File: src/rtl/mem_port_arbiter.sv
// Shares one memory port among IF read, LS read and EX write with request/wait/response sequencing.
// Define MEM_ARB_RR_EN for round-robin arbitration; the default build uses fixed priority EX > LS > IF.
module mem_port_arbiter #(
    parameter int ADDR_W  = 64,
    parameter int DATA_W  = 64,
    parameter int TIMEOUT = 1023
) (
    input  logic                clk,
    input  logic                rst,
    input  logic                if_req,
    input  logic [ADDR_W-1:0]   if_addr,
    output logic                if_done,
    output logic [DATA_W-1:0]   if_rdata,
    input  logic                ls_req,
    input  logic [ADDR_W-1:0]   ls_addr,
    output logic                ls_done,
    output logic [DATA_W-1:0]   ls_rdata,
    input  logic                ex_req,
    input  logic [ADDR_W-1:0]   ex_addr,
    input  logic [DATA_W-1:0]   ex_wdata,
    input  logic [DATA_W/8-1:0] ex_wmask,
    output logic                ex_done,
    output logic                err,
    output logic                mem_req,
    output logic                mem_we,
    output logic [ADDR_W-1:0]   mem_addr,
    output logic [DATA_W-1:0]   mem_wdata,
    output logic [DATA_W/8-1:0] mem_wmask,
    input  logic                mem_gnt,
    input  logic                mem_rvalid,
    input  logic [DATA_W-1:0]   mem_rdata,
    input  logic                mem_bvalid
);

    localparam int MASK_W = DATA_W / 8;
    localparam int CNT_W  = (TIMEOUT > 1) ? $clog2(TIMEOUT + 1) : 1;

    typedef enum logic [1:0] {S_IDLE, S_REQ, S_WAIT, S_RESP} state_e;
    typedef enum logic [1:0] {OWN_EX = 2'd0, OWN_LS = 2'd1, OWN_IF = 2'd2} owner_e;

    state_e              state_q, state_d;
    owner_e              owner_q, owner_d;
    logic                we_q, we_d;
    logic [ADDR_W-1:0]   addr_q, addr_d;
    logic [DATA_W-1:0]   wdata_q, wdata_d;
    logic [MASK_W-1:0]   wmask_q, wmask_d;
    logic [DATA_W-1:0]   rdata_q, rdata_d;
    logic                err_q, err_d;
    logic [CNT_W-1:0]    cnt_q, cnt_d;

    logic                grant_vld;
    owner_e              grant_sel;
    logic                done_hit;
    logic                timed_out;

    assign grant_vld = ex_req | ls_req | if_req;

    // Only the response matching the latched direction can finish a transfer.
    assign done_hit  = we_q ? mem_bvalid : mem_rvalid;
    assign timed_out = (TIMEOUT != 0) && (cnt_q == CNT_W'(TIMEOUT - 1));

`ifdef MEM_ARB_RR_EN
    owner_e rr_q, rr_d;

    // rr_q names the requester that currently holds top priority.
    always_comb begin
        grant_sel = OWN_EX;
        case (rr_q)
            OWN_LS:  grant_sel = ls_req ? OWN_LS : (if_req ? OWN_IF : OWN_EX);
            OWN_IF:  grant_sel = if_req ? OWN_IF : (ex_req ? OWN_EX : OWN_LS);
            default: grant_sel = ex_req ? OWN_EX : (ls_req ? OWN_LS : OWN_IF);
        endcase
    end

    always_comb begin
        rr_d = rr_q;
        if (state_q == S_IDLE && grant_vld) begin
            case (grant_sel)
                OWN_EX:  rr_d = OWN_LS;
                OWN_LS:  rr_d = OWN_IF;
                default: rr_d = OWN_EX;
            endcase
        end
    end

    always_ff @(posedge clk or negedge rst) begin
        if (!rst) begin
            rr_q <= OWN_EX;
        end else begin
            rr_q <= rr_d;
        end
    end
`else
    always_comb begin
        grant_sel = ex_req ? OWN_EX : (ls_req ? OWN_LS : OWN_IF);
    end
`endif

    always_comb begin
        state_d = state_q;
        owner_d = owner_q;
        we_d    = we_q;
        addr_d  = addr_q;
        wdata_d = wdata_q;
        wmask_d = wmask_q;
        rdata_d = rdata_q;
        err_d   = err_q;
        cnt_d   = cnt_q;
        case (state_q)
            S_IDLE: begin
                if (grant_vld) begin
                    owner_d = grant_sel;
                    err_d   = 1'b0;
                    rdata_d = '0;
                    state_d = S_REQ;
                    case (grant_sel)
                        OWN_EX: begin
                            we_d    = 1'b1;
                            addr_d  = ex_addr;
                            wdata_d = ex_wdata;
                            wmask_d = ex_wmask;
                        end
                        OWN_LS: begin
                            we_d    = 1'b0;
                            addr_d  = ls_addr;
                            wdata_d = '0;
                            wmask_d = '0;
                        end
                        default: begin
                            we_d    = 1'b0;
                            addr_d  = if_addr;
                            wdata_d = '0;
                            wmask_d = '0;
                        end
                    endcase
                end
            end
            S_REQ: begin
                if (mem_gnt) begin
                    state_d = S_WAIT;
                    cnt_d   = '0;
                end
            end
            S_WAIT: begin
                // A valid response in the timeout cycle still wins over the watchdog.
                if (done_hit) begin
                    state_d = S_RESP;
                    err_d   = 1'b0;
                    if (!we_q) begin
                        rdata_d = mem_rdata;
                    end
                end else if (timed_out) begin
                    state_d = S_RESP;
                    err_d   = 1'b1;
                    rdata_d = '0;
                end else begin
                    cnt_d = cnt_q + CNT_W'(1);
                end
            end
            S_RESP: begin
                state_d = S_IDLE;
            end
            default: begin
                state_d = S_IDLE;
            end
        endcase
    end

    always_ff @(posedge clk or negedge rst) begin
        if (!rst) begin
            state_q <= S_IDLE;
            owner_q <= OWN_EX;
            we_q    <= 1'b0;
            addr_q  <= '0;
            wdata_q <= '0;
            wmask_q <= '0;
            rdata_q <= '0;
            err_q   <= 1'b0;
            cnt_q   <= '0;
        end else begin
            state_q <= state_d;
            owner_q <= owner_d;
            we_q    <= we_d;
            addr_q  <= addr_d;
            wdata_q <= wdata_d;
            wmask_q <= wmask_d;
            rdata_q <= rdata_d;
            err_q   <= err_d;
            cnt_q   <= cnt_d;
        end
    end

    assign mem_req   = (state_q == S_REQ);
    assign mem_we    = we_q;
    assign mem_addr  = addr_q;
    assign mem_wdata = wdata_q;
    assign mem_wmask = wmask_q;

    assign if_done  = (state_q == S_RESP) && (owner_q == OWN_IF);
    assign ls_done  = (state_q == S_RESP) && (owner_q == OWN_LS);
    assign ex_done  = (state_q == S_RESP) && (owner_q == OWN_EX);
    assign if_rdata = if_done ? rdata_q : '0;
    assign ls_rdata = ls_done ? rdata_q : '0;
    assign err      = (state_q == S_RESP) && err_q;

endmodule

File: config.mk
export PLATFORM = sky130hd
export DESIGN_NAME = mem_port_arbiter
export DESIGN_NICKNAME = d
export VERILOG_FILES = /design/src/rtl/mem_port_arbiter.sv
export SDC_FILE = /design/constraint.sdc
export NUM_CORES = 1
export LEC_CHECK = 0
export ABC_CLOCK_PERIOD_IN_PS = 5920
export BUFFER_PORTS_ARGS = -buffer_cell sky130_fd_sc_hd__buf_2
export CORE_AREA = 8 8 227 229
export DETAILED_ROUTE_END_ITERATION = 6
export DIE_AREA = 0 0 235 237
export GPL_TIMING_DRIVEN = 0
export PLACE_DENSITY = 0.57
export REMOVE_ABC_BUFFERS = 1
export SLEW_MARGIN = 20
export SYNTH_ARGS = -nofsm -noshare
export SYNTH_HDL_FRONTEND = slang
export SYNTH_SLANG_ARGS = --single-unit
File: constraint.sdc
create_clock -name clk -period 5.92 [get_ports clk]
set_clock_uncertainty 0.15 [all_clocks]
set_input_delay 0 -clock clk [delete_from_list [all_inputs] [get_ports clk]]
set_output_delay 0 -clock clk [all_outputs]
set_load 0.01 [all_outputs]
### Yosys cells after proc, flatten, opt, wreduce, memory -nomap -nowiden

Index checks and enable logic that the tools add are counted.

| storage, ports and cells | value |
|---|---|
| word-level logic and storage cells | 66 |
| bits of input ports | 336 |
| ROM bits | 0 |
| bits in registers | 216 |
| output and inout port bits | 270 |
| latch bits | 0 |
| memory bits (writable) | 0 |
| memories kept | 0 |

| cells by class | value |
|---|---|
| shifts and indexed selects | 0 |
| equal/unequal tests | 13 |
| bitwise logic cells | 2 |
| add/sub/neg operators | 1 |
| order comparisons | 0 |
| div/mod/pow operators | 0 |
| mux-type cells | 27 |
| $mul | 0 |
| reductions and logical operators | 14 |

Operators with widths:

| operator | number |
|---|---|
| 2-to-1 mux 64 bit | 7 |
| one-hot mux 64 bit (2 select lines) | 2 |
| 2-to-1 mux 10 bit | 3 |
| one-hot mux 10 bit (2 select lines) | 1 |
| 2-to-1 mux 2 bit | 6 |
| adder 10 x 1 -> 10 bit, second input constant | 1 |
| equality test 10 bit, second input constant | 1 |
| 2-to-1 mux 8 bit | 1 |
| one-hot mux 2 bit (4 select lines) | 1 |
| AND reduction 4 bit | 2 |
| equality test 2 x 1 -> 1 bit, second input constant | 3 |
| equality test 2 bit, second input constant | 3 |
| logical NOT 2 bit | 3 |
| inequality test 2 bit, second input constant | 3 |
| inequality test 3 bit, second input constant | 2 |
| AND reduction 3 bit | 2 |
| 2-to-1 mux 1 bit | 5 |
| logical AND 1 bit | 4 |
| nonzero test 2 bit | 2 |
| inequality test 2 x 1 -> 1 bit, second input constant | 1 |
| bitwise OR 1 bit | 2 |
| one-hot mux 1 bit (2 select lines) | 1 |
| AND reduction 2 bit | 1 |

### Depth between registers and ports, before layout

Gate-level depths: netlist of the first run.

| logic depth | value |
|---|---|
| word-level depth | 4 |
| mapped depth | 9 |
| depth with buffers taken out | 6 |

### Worst setup path after synthesis of the first run

Ideal clock, no wire load.

| timing path | value |
|---|---|
| path type | reg-to-reg |
| start | reg state_q[0] |
| end | reg rdata_q[10] |
| setup slack | 3743 ps |
| stages on the path, launching flop included | 9 |
| required time | 5649 ps |
| buffers on the path | 3 |
| setup time | 121 ps |
| arrival | 1906 ps |
| period minus slack after synthesis | 2177 ps |
| cells stage by stage | dfrtp_1 > inv_1 > ha_1 > buf_2 > or4b_4 > and4b_1 > buf_6 > buf_6 > a22o_1 |

| between the ends | value |
|---|---|
| cells in the longest elaborated chain, start to end | 3 |
| elaborated cells between the ends (all ways) | 8 |
| classes of those cells | eq/ne: 4; mux: 1; reduce/logical: 3 |

Ends and longest elaborated chain:

| element | RTL line | text |
|---|---|---|
| from (decl) | 41 | `state_e state_q, state_d;` |
| from (signal assigned) | 181 | `state_q <= state_d;` |
| equality test 2 bit or logical NOT 2 bit (tied branches) | 109 | `case (state_q)` |
| inequality test 3 bit (no line), or another cell as far along | -- |  |
| AND reduction 4 bit (no line) | -- |  |
| to (signal assigned) | 187 | `rdata_q <= rdata_d;` |
| to (decl) | 47 | `logic [DATA_W-1:0] rdata_q, rdata_d;` |

Parallel ways exist; a longest one is shown, timed or not.
A chain may end at the register's enable or synchronous reset.

### Final worst setup path of the first run

| timing path | value |
|---|---|
| start | reg state_q[0] |
| end | reg cnt_q[0] |

| between the ends | value |
|---|---|
| cells in the longest elaborated chain, start to end | 3 |
| elaborated cells between the ends (all ways) | 8 |
| classes of those cells | eq/ne: 5; mux: 1; reduce/logical: 2 |

Ends and longest elaborated chain:

| element | RTL line | text |
|---|---|---|
| equality test 2 bit or equality test 2 x 1 -> 1 bit (tied branches) | 109 |  |
| inequality test 2 bit (no line), or another cell as far along | -- |  |
| AND reduction 4 bit (no line) | -- |  |
| to (signal assigned) | 189 | `cnt_q <= cnt_d;` |
| to (decl) | 49 | `logic [CNT_W-1:0] cnt_q, cnt_d;` |

Parallel ways exist; a longest one is shown, timed or not.

==> results.ini, run 1 <==
[outcome]
status=completed

[sta]
fin_crit_ns=3.02
max-slew-margin-rel_pct=57.7
fin_crit_sh_pct=51.0
drv_slew=0
finalHoldViolations=0
whs_ns=0.0702
worstMarginPinSlew_ns=0.617
finalSetupViolations=0
rsz0062_at_grt=no
clock.fmax_mhz=331

[detailed_routing]
drtIter0Drc=378
drt_pass1_iterations=4
vias=11600
wirelength_um=43100
via_per_inst=4.38
drc_errors=0
wire_per_inst_um=16.3
ant_nets=0

[logic_synthesis]
ys_types=43
postSynthCellCount=1132
synth.top_cell.area_share_pct=51.2
yosys-top-cells-area=dfrtp_1 (51%), nand2_1 (7.9%), and2_1 (7.6%), mux2i_1 (6.5%), a22o_1 (5.3%)
syn_area_per_cell_um2=9.32
yosysWarnings=0
ys_seq_area_share_pct=51.2
synth_area_um2=10600
synth_seq_cells=216
yosys.area.top_type=dfrtp_1

[die]
dieWidth_um=235
dieArea_um2=55700
start_util_pct=21.9
io_pins=606
core_area_um2=48100
fp-row-count=81
die-height_um=237

[worst_hold_path]
hp-class=in2reg

[cells_and_area]
antenna_cells=0
fin_nets=2349
drive_above_1_share_pct=33.8
syn_to_final_growth_pct=73.9
fin_util_pct=38.1

[global_routing]
antenna_found_initial=1
grt_usage_pct=14.8
grt_max_degree=107
grt_pass1_wl_um=68600
grt_overflow_total=0
grt_pass1_vias=12500

[worst_setup_path]
crit_type=reg2reg
end_kind=flip-flop
start_kind=flip-flop
arrival_ns=3.35
critPathRequiredTime_ns=6.25
path_max_fanout=16

[clocking]
clk_pin_slew_ns=0.06
clockRootBuffer=clkbuf_16
cts.sinks=216
tritoncts=done
post-cts-setup-buffer-count=0
postCtsResizedCells=0
cts_max_path_buffers=3
clk_latency_ns=0.54
htreeDepth=1
hold_buffers=309
cts_buffers=26

[power_and_ir_drop]
power_density_nw_per_um2=386
peakVddDrop_uv=210
power.leakage_nw=9.73

[placement]
port-buffer-count=605
place.gp.congestion=0.789
dp_hpwl_um=31200

[run]
maxCapViolCount=0

[worst paths after layout]
kind	from	to	slack, ns	depth (start not counted)
min in group asynchronous	rst	rdata_q[23]	0.44	4
max in group asynchronous	rst	mem_wdata[51]	4.67	4
hold / removal	ex_wdata[4]	mem_wdata[4]	0.07	4
hold reg to reg	mem_wdata[19]	mem_wdata[19]	0.31	2
setup / recovery	state_q[0]	cnt_q[0]	2.90	7
setup reg to reg	state_q[0]	cnt_q[0]	2.90	7
[sequential cells by signal (all words and copies together), names as in the netlist]
name,flops
state_q,2
mem_wdata,64
owner_q,2
mem_wmask,8
mem_we,1
cnt_q,10
err_q,1
rdata_q,64
mem_addr,64
[cells in the final DEF, fill, tap and decap left out, types with 3 or more instances in the layout]
master	Yosys	final
buf_2	25	602
dlygate4sd3_1	0	308
nand2_1	223	223
dfrtp_1	216	216
and2_1	129	129
nand3_1	79	79
mux2i_1	69	69
a21oi_1	67	67
o21ai_0	66	66
nor2_1	66	66
a22o_1	64	64
clkbuf_16	0	27
clkinv_2	0	9
buf_6	7	9
inv_1	7	7
clkbuf_8	0	7
buf_16	0	7
ha_1	7	6
nand2b_1	5	5
buf_4	0	4
buf_8	0	4
o21a_1	3	3
a2111oi_0	3	3
o311ai_0	3	3
o41ai_1	3	3
clkbuf_1	56	3
buf_12	0	3
[report_power, final]
part | total (mW) | internal [mW] | switching, mW
clock | 1.60 | 0.957 | 0.639
sequential | 2.52 | 2.11 | 0.414
combinational | 2.96 | 1.36 | 1.61
[per-layer routing]
metal	wire length, µm	GRT usage (%)	vias to the layer above
met1	17100	16.7	5430
li1	-	-	5592
met2	21500	26.4	492
met4	1200	4.61	0
met3	3420	4.51	68
met5	0	0	-
[final cells by class]
type	count	area [µm²]
repair buffers	937	6540
clock buffers	37	783
inverters	7	26.3
flip-flops and latches	216	5410
well taps	622	778
fillers	4721	29800
multi-input cells	818	4740
clock inverters	10	75.1
[cells by family after synthesis]
| kind of cell | count (synthesis) | share of synthesized area (%) |
|---|---|---|
| AND/OR/NAND/NOR | 516 | 23.0 |
| AO/OA/AOI/OAI | 223 | 13.8 |
| flip-flops | 216 | 51.2 |
| buffers and inverters | 98 | 4.28 |
| multiplexers | 72 | 6.89 |
| adder cells (fa/ha/maj) | 7 | 0.830 |
[through the flow]
stage	setup TNS [ns]	instance area, µm²	instances	setup slack, ns	power [mW]
finish	0	18300	2647	2.90	7.08
detailed placement	0	14400	2291	3.24	5.17
CTS	0	18300	2647	2.93	7.17
global route	0	18300	2647	2.54	7.60
global placement	-1773.37	13900	2268	-13.86	5.15
floorplan	-650.20	10100	1041	-5.20	3.86
[worst max-delay path: stages, from the launching register on]
cell,delay (ns)
dfrtp_1,0.41
inv_1,0.16
ha_1,0.54
inv_1,0.29
nor4_2,0.57
o21ai_0,0.16
o41ai_1,0.09
dlygate4sd3_1,0.59
[synth_stat cells, drive strengths merged]
master / n
inv: 7
o211ai: 3
mux2i: 70
and2: 129
o32a: 1
a22o: 64
o311ai: 3
and4b: 1
buf: 35
dfrtp: 216
ha: 7
a2bb2oi: 2
o31ai: 2
nand3: 79
clkbuf: 56
o21ai: 67
nand4: 2
o31a: 2
mux2: 2
o22ai: 1
and3: 1
nand2: 223
nor4: 3
nor3b: 2
nor2: 66
a21oi: 67
or3: 2
a31oi: 1
o21a: 3
o41ai: 3
and4: 1
nor3: 1
or4b: 1
a21o: 1
nand2b: 5
a2111oi: 3
Power figures use the tool's default switching activity.
==> run 2, diff against run 1 <==
--- a/config.mk
+++ b/config.mk
@@ -5,13 +5,14 @@
 export SDC_FILE = /design/constraint.sdc
 export NUM_CORES = 1
 export LEC_CHECK = 0
-export ABC_CLOCK_PERIOD_IN_PS = 5920
+export ABC_AREA = 1
+export ABC_CLOCK_PERIOD_IN_PS = 2900
 export BUFFER_PORTS_ARGS = -buffer_cell sky130_fd_sc_hd__buf_2
 export CORE_AREA = 8 8 227 229
 export DETAILED_ROUTE_END_ITERATION = 6
 export DIE_AREA = 0 0 235 237
 export GPL_TIMING_DRIVEN = 0
-export PLACE_DENSITY = 0.57
+export PLACE_DENSITY = 0.58
 export REMOVE_ABC_BUFFERS = 1
 export SLEW_MARGIN = 20
 export SYNTH_ARGS = -nofsm -noshare
==> constraint.sdc (replaced) <==
create_clock -name clk -period 2.9 [get_ports clk]
set_clock_uncertainty 0.15 [all_clocks]
set_input_delay 0 -clock clk [delete_from_list [all_inputs] [get_ports clk]]
set_output_delay 0 -clock clk [all_outputs]
set_load 0.01 [all_outputs]
==> run 2 against run 1 <==
Largest cell class unchanged. Clock power is 110% higher. Synthesized cell count increased by 30%. Area after synthesis increased by 5.3%. Global-route usage grew 4.2 points. Register-to-register slack got worse by 2.8 ns. Core utilization is 2.4 points higher. Cell area grew 6.3%. Count of clock-buffer cells in the layout decreased by 2. Sequential cell count stayed put.
==> results.ini, run 2 <==
[outcome]
status=completed

[global_routing]
antenna_found_initial=11  ; +10
grt_pass1_wl_um=85000  ; +24%
grt_usage_pct=19.0  ; +4.2 points
grt_max_degree=88  ; -18%
busiest_layer=met2
use_met2_pct=32.5  ; +6.1 points
gr-usage-met3_pct=5.58  ; +1.1 points
grt_use_met1_pct=21.0  ; +4.3 points
grt_pass1_vias=14900  ; +19%
grt_overflow_total=0  ; unchanged

[detailed_routing]
drc_errors=0  ; unchanged
wirelength_um=56100  ; +30%
ant_nets=0  ; unchanged
drtIter0Drc=880  ; +130%
wire_per_inst_um=18.6  ; +14%
vias=14100  ; +22%
drt_pass1_iterations=5  ; +1
via_per_inst=4.67  ; +6.6%

[cells_and_area]
fin_nets=2713  ; +15%
drive_above_1_share_pct=28.9  ; -4.9 points
layout.cells.non_filler=3018  ; +14%
layout_commonest_cell=buf_2
syn_to_final_growth_pct=75.5
fin_util_pct=40.5  ; +2.4 points
final_cell_mix=buf_2 (602), nand2_1 (373), dlygate4sd3_1 (358)

[logic_synthesis]
yosys-top-cells-area=dfrtp_1 (49%), nand2_1 (13%), nor2_1 (7.9%), nand3_1 (6.5%), nand4_1 (5.3%)
synth_ff_type=dfrtp_1
synth_seq_cells=216  ; unchanged
postSynthCellCount=1469  ; +30%
synth_enable_flop_cells=0  ; unchanged
synth_area_um2=11100  ; +5.3%
synthArstFlopShare_pct=100  ; unchanged
synth.top_cell.area_share_pct=48.6  ; -2.6 points
synth.most_common_cell=nand2_1
synth_common_cells=nand2_1 (374), nor2_1 (235), dfrtp_1 (216), inv_1 (150), nand3_1 (144)
ys_types=29  ; -33%
ys_seq_area_share_pct=48.6  ; -2.6 points
yosys.area.top_type=dfrtp_1
syn_area_per_cell_um2=7.57  ; -19%
yosysWarnings=0  ; unchanged

[placement]
port-buffer-count=605  ; unchanged
place.gp.congestion=0.856  ; +8.5%
dp.cells=2601  ; +14%
dp_hpwl_um=37200  ; +19%

[sta]
rsz0062_at_grt=no
finalHoldViolations=0  ; unchanged
drv_slew=0  ; unchanged
fin_crit_sh_pct=94.7  ; +44 points
worstMarginPinSlew_ns=0.955  ; +0.338 ns
finalSetupViolations=0  ; unchanged
clock.fmax_mhz=364  ; +9.8%
max-slew-margin-rel_pct=36.1  ; -22 points
fin_crit_ns=2.75  ; -0.270 ns

[worst_setup_path]
cpMostUsedCell=nand2_1
arrival_ns=3.07  ; -0.28 ns
reg2regPathDepth=8  ; +1
cp_cell_sequence=nand2_1 > nand2_1 > dlygate4sd3_1 > nor2_1 > nand2_8 > nand3_4 > nand2_1 > nand2_1
critPathRequiredTime_ns=3.22  ; -3.03 ns
end_kind=flip-flop
crit_type=reg2reg
path_max_fanout=73  ; +57
max_stage_delay_ns=0.60  ; about the same
start_kind=flip-flop
worst_path_max_delay_cell=dlygate4sd3_1

[worst_hold_path]
min_path_cells=4  ; unchanged
hp-class=in2reg

[clocking]
cts_buffers=26  ; unchanged
clk_pin_slew_ns=0.06  ; about the same
cts_max_path_buffers=3  ; unchanged
cts.sinks=216  ; unchanged
clockRootBuffer=clkbuf_16
htreeDepth=1  ; unchanged
tritoncts=done
clk_latency_ns=0.54  ; about the same

[die]
start_util_pct=23.1  ; +1.2 points
die-height_um=237  ; unchanged
io_pins=606  ; unchanged
core_area_um2=48100  ; unchanged
fp-row-count=81  ; unchanged
dieArea_um2=55700  ; unchanged
dieWidth_um=235  ; unchanged

[power_and_ir_drop]
peakVddDrop_uv=459  ; +120%
power.leakage_nw=9.88  ; +1.6%
power_density_nw_per_um2=819  ; +110%

[run]
maxCapViolCount=0  ; unchanged

-- run 2: metal layers --
layer	part of all wire, %	vias to the layer above
met5	0.048	-
met4	5.5	4
met3	8.7	148
met2	48	784
met1	38	6588
li1	-	6557
-- run 2: timing repair --
action                                 in CTS  in global routing
pin swaps                                   1                  3
setup endpoints to repair                  92                226
hold buffers                              359                  0
buffers inserted                            1                  0
gates resized for setup                     3                  9
endpoints found under the hold margin     425                  0
cloned                                      2                  2
-- run 2: area by class of cell --
type	count	area (µm²)
Timing Repair Buffer	982	7110
Fill cell	4656	28600
Sequential cell	216	5410
Antenna cell	8	20.0
Clock inverter	11	144
Inverter	153	589
Clock buffer	35	744
Tap cell	622	778
Multi-Input combinational cell	991	4720
-- run 2: logic make-up (layout without fill, tap and decap cells) --
kind of cell	Yosys count	in the layout	synth area share [%]
simple gates	860	863	33.3
fa+ha+maj	7	7	0.788
other cells	0	8	0
xor+xnor	3	3	0.236
compound gates	118	118	7.32
flops	216	216	48.6
buf+inv	265	1181	9.77
-- run 2: critical path, delay by kind of cell, from the launching register on --
family | cells | cell delay, ns
buf+inv | 1 | 0.60
flops | 1 | 0.38
simple gates | 7 | 1.46
-- run 2: path summary, 6_finish.rpt --
kind | startpoint | slack, ns | end
worst min-delay path | ex_wdata[16] | 0.06 | mem_wdata[16]
worst min register to register | rdata_q[41] | 0.32 | rdata_q[41]
min in group asynchronous | rst | 0.45 | rdata_q[47]
max in group asynchronous | rst | 1.66 | mem_addr[0]
worst max register to register | mem_we | 0.15 | rdata_q[7]
worst max-delay path | mem_we | 0.15 | rdata_q[7]
-- run 2: through the flow --
step / hold WS (ns) / cell area (µm²) / TNS (ns) / setup slack, ns / power [mW]
2_1_floorplan: -0.446 / 10600 / -260.33 / -2.00 / 8.07
3_3_place_gp: 0.0747 / 14400 / -1821.13 / -8.15 / 11.5
3_5_place_dp: -0.190 / 14900 / -42.88 / -0.522 / 11.4
4_1_cts: 0.0158 / 19400 / 0 / 0.00449 / 15.9
5_1_grt: 0.0630 / 19500 / 0 / 0.00131 / 17.0
6_report: 0.0595 / 19500 / 0 / 0.153 / 16.0
-- run 2: power breakdown --
| part | switching (mW) | leakage, nW | internal [mW] |
|---|---|---|---|
| sequential | 0.680 | 2.75 | 4.22 |
| combinational | 4.60 | 6.69 | 3.06 |
| clock | 1.36 | 0.440 | 2.06 |
